## src/rtl/muldiv.sv

```systemverilog
// Iterative RV32M multiply/divide unit running beside the ALU in the execute stage.
// A request is taken in IDLE. The unit then spends XLEN cycles in RUN. It pulses
// done for one cycle when result is valid. Divide-by-zero and signed overflow skip
// RUN and go straight to DONE.
// Ports:
//   clk, rst_n       clock, asynchronous active-low reset
//   start            request, sampled only in IDLE
//   funct3           op select (MUL, MULH, MULHSU, MULHU, DIV, DIVU, REM, REMU)
//   read1, read2     rs1 / rs2 operands
//   busy             high while iterating
//   done             one-cycle pulse, result valid
//   result           registered result, held until the next completion
module muldiv #(
    parameter int unsigned XLEN = 32
) (
    input  logic            clk,
    input  logic            rst_n,
    input  logic            start,
    input  logic [2:0]      funct3,
    input  logic [XLEN-1:0] read1,
    input  logic [XLEN-1:0] read2,
    output logic            busy,
    output logic            done,
    output logic [XLEN-1:0] result
);

    localparam int unsigned CW = $clog2(XLEN);
    localparam int unsigned AW = 2 * XLEN;

    typedef enum logic [1:0] {
        S_IDLE = 2'd0,
        S_RUN  = 2'd1,
        S_DONE = 2'd2
    } state_t;

    state_t          r_state;
    logic [CW-1:0]   r_cnt;
    logic [2:0]      r_op;
    logic            r_neg;
    logic [XLEN-1:0] r_a;
    logic [XLEN-1:0] r_b;
    logic [AW-1:0]   r_acc;
    logic            r_busy;
    logic            r_done;
    logic [XLEN-1:0] r_result;

    assign busy   = r_busy;
    assign done   = r_done;
    assign result = r_result;

    // Operand decode at the start edge: signedness, magnitudes, result sign, special cases
    logic            w_is_div;
    logic            w_a_signed;
    logic            w_b_signed;
    logic            w_a_neg;
    logic            w_b_neg;
    logic [XLEN-1:0] w_a_mag;
    logic [XLEN-1:0] w_b_mag;
    logic            w_neg;
    logic            w_div0;
    logic            w_ovf;
    logic [XLEN-1:0] w_special_val;

    always_comb begin
        w_is_div   = funct3[2];
        w_a_signed = w_is_div ? ~funct3[0] : (funct3[1:0] == 2'b01 || funct3[1:0] == 2'b10);
        w_b_signed = w_is_div ? ~funct3[0] : (funct3[1:0] == 2'b01);
        w_a_neg    = w_a_signed & read1[XLEN-1];
        w_b_neg    = w_b_signed & read2[XLEN-1];
        w_a_mag    = w_a_neg ? XLEN'(-read1) : read1;
        w_b_mag    = w_b_neg ? XLEN'(-read2) : read2;
        // Remainder follows the dividend; quotient and product follow the sign product
        w_neg      = (w_is_div && funct3[1]) ? w_a_neg : (w_a_neg ^ w_b_neg);
        w_div0     = w_is_div && (read2 == '0);
        w_ovf      = w_is_div && !funct3[0]
                     && (read1 == {1'b1, {(XLEN-1){1'b0}}}) && (read2 == '1);
        // Overflow quotient equals the dividend itself (most negative value)
        if (w_div0)
            w_special_val = funct3[1] ? read1 : '1;
        else
            w_special_val = funct3[1] ? '0 : read1;
    end

    // One iteration of shift-add multiply or restoring divide on the accumulator
    logic [XLEN:0]   w_mul_sum;
    logic [AW-1:0]   w_mul_next;
    logic [XLEN:0]   w_rem_sh;
    logic [XLEN:0]   w_diff;
    logic [AW-1:0]   w_div_next;
    logic [AW-1:0]   w_acc_next;
    logic [AW-1:0]   w_prod;
    logic [XLEN-1:0] w_dsel;
    logic [XLEN-1:0] w_final;

    always_comb begin
        // Multiply: multiplier sits in the low half and shifts out one bit per cycle
        w_mul_sum  = {1'b0, r_acc[AW-1:XLEN]} + (r_acc[0] ? {1'b0, r_a} : {(XLEN+1){1'b0}});
        w_mul_next = {w_mul_sum, r_acc[XLEN-1:1]};
        // Divide: {remainder, dividend/quotient} shift left; a borrow means restore
        w_rem_sh   = r_acc[AW-1:XLEN-1];
        w_diff     = w_rem_sh - {1'b0, r_b};
        if (w_diff[XLEN])
            w_div_next = {w_rem_sh[XLEN-1:0], r_acc[XLEN-2:0], 1'b0};
        else
            w_div_next = {w_diff[XLEN-1:0], r_acc[XLEN-2:0], 1'b1};
        w_acc_next = r_op[2] ? w_div_next : w_mul_next;

        w_prod  = r_neg ? AW'(-w_acc_next) : w_acc_next;
        w_dsel  = r_op[1] ? w_acc_next[AW-1:XLEN] : w_acc_next[XLEN-1:0];
        if (r_op[2])
            w_final = r_neg ? XLEN'(-w_dsel) : w_dsel;
        else if (r_op[1:0] == 2'b00)
            w_final = w_prod[XLEN-1:0];
        else
            w_final = w_prod[AW-1:XLEN];
    end

    // Control FSM and datapath registers
    always_ff @(posedge clk or negedge rst_n) begin
        if (!rst_n) begin
            r_state  <= S_IDLE;
            r_cnt    <= '0;
            r_op     <= '0;
            r_neg    <= 1'b0;
            r_a      <= '0;
            r_b      <= '0;
            r_acc    <= '0;
            r_busy   <= 1'b0;
            r_done   <= 1'b0;
            r_result <= '0;
        end else begin
            case (r_state)
                S_IDLE: begin
                    if (start) begin
                        r_op  <= funct3;
                        r_neg <= w_neg;
                        r_a   <= w_a_mag;
                        r_b   <= w_b_mag;
                        r_acc <= w_is_div ? {{XLEN{1'b0}}, w_a_mag} : {{XLEN{1'b0}}, w_b_mag};
                        r_cnt <= '0;
                        if (w_div0 || w_ovf) begin
                            r_result <= w_special_val;
                            r_done   <= 1'b1;
                            r_state  <= S_DONE;
                        end else begin
                            r_busy  <= 1'b1;
                            r_state <= S_RUN;
                        end
                    end
                end
                S_RUN: begin
                    r_acc <= w_acc_next;
                    r_cnt <= r_cnt + CW'(1);
                    if (r_cnt == CW'(XLEN-1)) begin
                        r_result <= w_final;
                        r_busy   <= 1'b0;
                        r_done   <= 1'b1;
                        r_state  <= S_DONE;
                    end
                end
                S_DONE: begin
                    r_done  <= 1'b0;
                    r_state <= S_IDLE;
                end
                default: begin
                    r_busy  <= 1'b0;
                    r_done  <= 1'b0;
                    r_state <= S_IDLE;
                end
            endcase
        end
    end

endmodule

```

## config.mk

```make
export PLATFORM = sky130hd
export DESIGN_NAME = muldiv
export DESIGN_NICKNAME = d
export VERILOG_FILES = /design/src/rtl/muldiv.sv
export SDC_FILE = /design/constraint.sdc
export NUM_CORES = 1
export LEC_CHECK = 0
export ABC_AREA = 1
export CAP_MARGIN = 10
export CORE_ASPECT_RATIO = 1.1
export CORE_MARGIN = 5
export CORE_UTILIZATION = 35
export DETAILED_ROUTE_END_ITERATION = 7
export PLACE_DENSITY = 0.62
export SYNTH_ARGS = -nofsm -noshare
export SYNTH_HDL_FRONTEND = slang
export SYNTH_SLANG_ARGS = --single-unit
export TNS_END_PERCENT = 50
```

## constraint.sdc

```tcl
create_clock -name clk -period 11.9 [get_ports clk]
set_input_delay 1.19 -clock clk [delete_from_list [all_inputs] [get_ports clk]]
set_output_delay 1.19 -clock clk [all_outputs]
set_load 0.02 [all_outputs]
```

== Yosys cells after proc, flatten, opt, wreduce, memory -nomap -nowiden ==
Cells that the tools add are included.
Cells by class
  add/sub/neg operators: 7
  equal/unequal tests: 11
  mux-type cells: 37
  bitwise gates (word level): 5
  reduce and logical (&&, ||, !) cells: 18
Operators by type and width (count)
  2-to-1 mux 32 bit: 14
  2-to-1 mux 64 bit: 4
  case mux 64 bit (2 select lines): 1
  negation 32 bit: 3
  equality test 32 bit, second input constant: 2
  negation 64 bit: 1
  case mux 32 bit (2 select lines): 1
  adder 32 x 32 -> 33 bit: 1
  subtractor 33 x 32 -> 33 bit: 1
  logical NOT 32 bit: 1
  case mux 5 bit (2 select lines): 1
  2-to-1 mux 1 bit: 9
  != test 2 bit, second input constant: 4
  AND reduction 4 bit: 2
  2-to-1 mux 2 bit: 3
  AND reduction 2 bit: 3
  adder 5 x 1 -> 5 bit, second input constant: 1
  equality test 5 bit, second input constant: 1
  logical AND 1 bit: 5
  2-to-1 mux 5 bit: 1
  equality test 2 x 1 -> 1 bit, second input constant: 2
  equality test 2 bit, second input constant: 2
  logical NOT 2 bit: 2
  case mux 2 bit (2 select lines): 1
  other kinds (9): 12
Word-level totals
  register bits: 173
  output and inout bits: 34
  logic and storage cells: 88

== Logic depth before layout (Yosys ltp) ==
  word-level depth: 9
  mapped depth: 38

== Least setup slack after synthesis ==
OpenSTA, ideal clock, no wires.
  path kind: register -> register
  start point: reg r_acc[31]
  end point: reg r_result[12], in the netlist result[12]
  setup time: 0.117 ns
  arrival time: 3.918 ns
  required time: 11.783 ns
  path slack: 7.865 ns
  stages on the path, launching flop included: 39
  path buffers: 0
  clock period less this slack: 4.035 ns
  cells stage by stage: dfrtp_1 > inv_1 > ha_1 > inv_1 > fa_1 > nand2_1 > nand2_1 > nand3_1 > nand2_2 > nand2_2 > nand2_2 > nand2_4 > nand2_4 > nand2_4 > nand2_4 > nand2_4 > nand2_4 > inv_2 > [3 not listed] > nand2_1 > nor2_1 > nand2_1 > nor2_2 > nand3_1 > nor2_2 > nand2_1 > nor2_2 > nor2_1 > a21oi_2 > nand2_1 > xor2_1 > nand2_1 > nand2_1 > nand2_1 > nand3_1 > nand2_1 > nand2_1
On the way
  cells in the longest elaborated chain, start to end: 9
  elaborated cells on any way between the ends: 12
  classes of those cells: add/sub (3); mux (9)
Ends and longest elaborated chain
  from (decl): line 42  | logic [AW-1:0] r_acc;
  from (signal assigned): line 139  | r_acc <= w_is_div ? {{XLEN{1'b0}}, w_a_mag} : {{XLEN{1'b0}}, w_b_mag};
  from (signal assigned): line 152  | r_acc <= w_acc_next;
  subtractor 33 x 32 -> 33 bit: line 101  | w_diff = w_rem_sh - {1'b0, r_b};
  2-to-1 mux 64 bit: line 102  | if (w_diff[XLEN])
  2-to-1 mux 64 bit (*): line 106  | w_acc_next = r_op[2] ? w_div_next : w_mul_next;
  negation 64 bit / 2-to-1 mux 32 bit (equally long branches): line 108, 109
  2-to-1 mux 64 bit / negation 32 bit (equally long branches): line 108, 111
  2-to-1 mux 32 bit (on tied branches): line 112, 111
  2-to-1 mux 32 bit (*): line 110  | if (r_op[2])
  2-to-1 mux 32 bit (*): line 154  | if (r_cnt == CW'(XLEN-1)) begin
  case mux 32 bit (2 select lines) (*): line 132  | case (r_state)
  to (signal assigned): line 142  | r_result <= w_special_val;
  to (signal assigned): line 155  | r_result <= w_final;
  to (decl): line 45  | logic [XLEN-1:0] r_result;
Every way passes the cells marked *; elsewhere a longest branch is shown, timed or not. The select of a mux whose other input is x is not followed.
A chain may end at the register's enable or synchronous reset.

== Final worst setup path ==
  start point: reg r_acc[31]
  end point: reg r_result[10], in the netlist result[10]
Same word-level chain as after synthesis.

==> impl_metrics.env <==
export IMPL_status="finished, violations left"
export IMPL_failed_checks="DRC"
export IMPL_synth_cell_area_mm2=0.0204
export IMPL_pin_count=104
export IMPL_finalCriticalPeriod_ns=5.49
export IMPL_placed_cell_area_mm2=0.0220
export IMPL_postSynthAreaPerCell_um2=5.75
export IMPL_root_buffer="clkbuf_16"
export IMPL_nets=3699
export IMPL_wl_mm=94.8
export IMPL_cts_resized=0
export IMPL_grtUsageTotal=0.290
export IMPL_hold_path_class="reg -> reg"
export IMPL_cts_sinks=173
export IMPL_wl_per_cell_um=21.9
export IMPL_grt_setup_unrepaired="false"
export IMPL_final_setup_tns_ns=0
export IMPL_holdWs_ns=0.487
export IMPL_drive_above_1_share=0.0608
export IMPL_dp_hpwl_mm=75.7
export IMPL_cp_required_ns=12.30
export IMPL_slew_violations=0
export IMPL_route_detailed_drc=2
export IMPL_first_pass_iters=8
export IMPL_post_cts_buffers=0
export IMPL_die_x_um=240
export IMPL_row_count=92
export IMPL_cts_buffers=17
export IMPL_cts_tree="done"
export IMPL_fillCellCount=6314
export IMPL_r2r_cells=35
export IMPL_worstSetupPathType="reg -> reg"
export IMPL_rr_startpoint="r_acc[31]"
export IMPL_start_util=0.354
export IMPL_worstMarginPinSlew_ns=1.17
export IMPL_core_mm2=0.0574
export IMPL_netlist_cell_type_count=53
export IMPL_drt_iter0_markers=3134
export IMPL_hold_depth=2
export IMPL_synth_top_cells_by_area="nand2_1 (22%), dfrtp_1 (21%), nand3_1 (8.0%)"
export IMPL_relSlewSlack=0.210
export IMPL_antenna_found_initial=1
export IMPL_clock_fmax_ghz=0.182
export IMPL_fin_skew_ns=0.0159
export IMPL_synth_top_area_frac=0.219
export IMPL_crit_arrival_ns=5.89
export IMPL_hold_viol_final=0
export IMPL_dr_total_vias=23700
export IMPL_synth_nets=3682
export IMPL_max_cap_viol_count=0
export IMPL_synth_seq_area_share=0.213
export IMPL_cp_startpoint="r_acc[31]"
export IMPL_grt_pass1_vias=21700
export IMPL_die_h_um=263
export IMPL_synth_edf_count=0
export IMPL_areaGrowthSynthToFinish_pct=10.9
export IMPL_htree_num_levels=4
export IMPL_clock_latency_ns=0.47
export IMPL_synth_top_cell_by_area="nand2_1"
export IMPL_grt_overflow=0
export IMPL_avgViaCountPerCell=5.49
export IMPL_fin_crit_sh=0.462
export IMPL_synth_ff_type="dfrtp_1"
export IMPL_async_flop_share=1.00
export IMPL_end_kind="flip-flop"
export IMPL_min_delay_start="result[19]"
export IMPL_ant_nets=0
export IMPL_ys_ff_latch=173
export IMPL_yosysWarnings=0
export IMPL_cp_common_cell="nand2_1"
export IMPL_clk_path_buf_depth=2
export IMPL_finalWeightedCongestion=1.03
export IMPL_syn_inst=3538
export IMPL_setup_violations=0
export IMPL_dieArea_mm2=0.0631
export IMPL_critPathSlowestCell="fa_1"
export IMPL_slowest_delay_ns=0.39
export IMPL_grt_pass1_wl_mm=139
export IMPL_grt_max_degree=92
export IMPL_cp_start_kind="flip-flop"
export IMPL_critical_path_max_fanout=31
export IMPL_io_buffers=103
export IMPL_cts_hold_buf=0
export IMPL_postLayoutCellArea_mm2=0.0226
export IMPL_path_clk_slew_ns=0.08
[synth_stat cells (all sizes together), types with 3 or more instances]
master and count:
a21boi 3, a21o 5, a21oi 150, a31oi 31, and2 5, buf 53
clkbuf 81, dfrtp 173, ha 72, inv 455, nand2 1248, nand3 346
nand3b 19, nand4 39, nor2 347, nor3 37, nor4 10, o211ai 29
o21a 4, o21ai 252, o21bai 26, o22ai 27, o31ai 4, or2 11
xnor2 31, xor2 68
[path summary, 6_finish.rpt]
kind | slack (ns) | endpoint
hold reg to reg | 0.49 | result[19]
setup reg to reg | 6.41 | result[10]
max in group asynchronous | 9.78 | r_acc[23]
setup / recovery | 6.41 | result[10]
hold / removal | 0.49 | result[19]
min in group asynchronous | 0.77 | r_acc[62]
[layout make-up]
type	instances	area, µm²	area share
clock buffers	19	443	0.0196
diodes	1	2.50	0.000111
repair buffers	132	1250	0.0555
well taps	752	941	0.0417
inverters	457	1720	0.0761
clock inverters	13	168	0.00743
multi-input cells	2774	13700	0.607
flip-flops and latches	173	4330	0.192
[per-layer routing]
| metal | global-route usage | share of wire | vias to the layer above |
|---|---|---|---|
| met5 | 0 | 0 | - |
| met4 | 0.154 | 0.068 | 0 |
| met3 | 0.0385 | 0.078 | 244 |
| met2 | 0.462 | 0.45 | 1202 |
| met1 | 0.382 | 0.41 | 10900 |
| li1 | - | - | 11400 |
[cells by family (layout without fill, tap and decap cells)]
group / Yosys count / in the layout / synth area share
other cells: 0 / 1 / 0
compound gates: 537 / 537 / 0.148
buf+inv: 591 / 621 / 0.115
xor+xnor: 99 / 99 / 0.0426
simple gates: 2064 / 2064 / 0.436
flops: 173 / 173 / 0.213
fa+ha+maj: 74 / 74 / 0.0462
[worst max-delay path, delay by kind of cell, from the launching register on]
family                     cells  cell delay (ns)
buffers and inverters          3             0.26
adders and majority gates      3             0.71
DFF                            1             0.38
and+or+nand+nor               26             3.40
xor gates and xnor gates       1             0.20
AOI/OAI and AO/OA              2             0.48
[cells in the final DEF (no fill, tap or decap), drive strengths merged, types with 11 or more instances in the layout]
cell type,netlist,final
clkdlybuf4s50,0,102
xor2,68,68
nand4,39,39
clkbuf,81,20
a21oi,150,150
nor3,37,37
nand2,1248,1248
buf,53,29
o21bai,26,26
ha,72,72
nor2,347,347
xnor2,31,31
or2,11,11
inv,455,466
o211ai,29,29
a31oi,31,31
o21ai,252,252
o22ai,27,27
nand3b,19,19
dfrtp,173,173
nand3,346,346
[sequential cells by signal, indices dropped and copies added, names as in the netlist]
name / flops
r_op: 3
done: 1
r_b: 32
r_cnt: 5
r_state: 2
r_neg: 1
r_acc: 64
r_a: 32
result: 32
busy: 1
[through the flow]
stage | instances | utilization | setup WS (ns)
floorplan | 3538 | - | 7.87
global placement | 4288 | 0.382 | 6.69
detailed placement | 4288 | 0.382 | 6.64
CTS | 4320 | 0.393 | 6.59
global route | 4320 | 0.393 | 5.99
finish | 4321 | 0.393 | 6.41
Power is not shown: default switching activity piles up to over one toggle a cycle in this logic, so the estimate is an artifact.
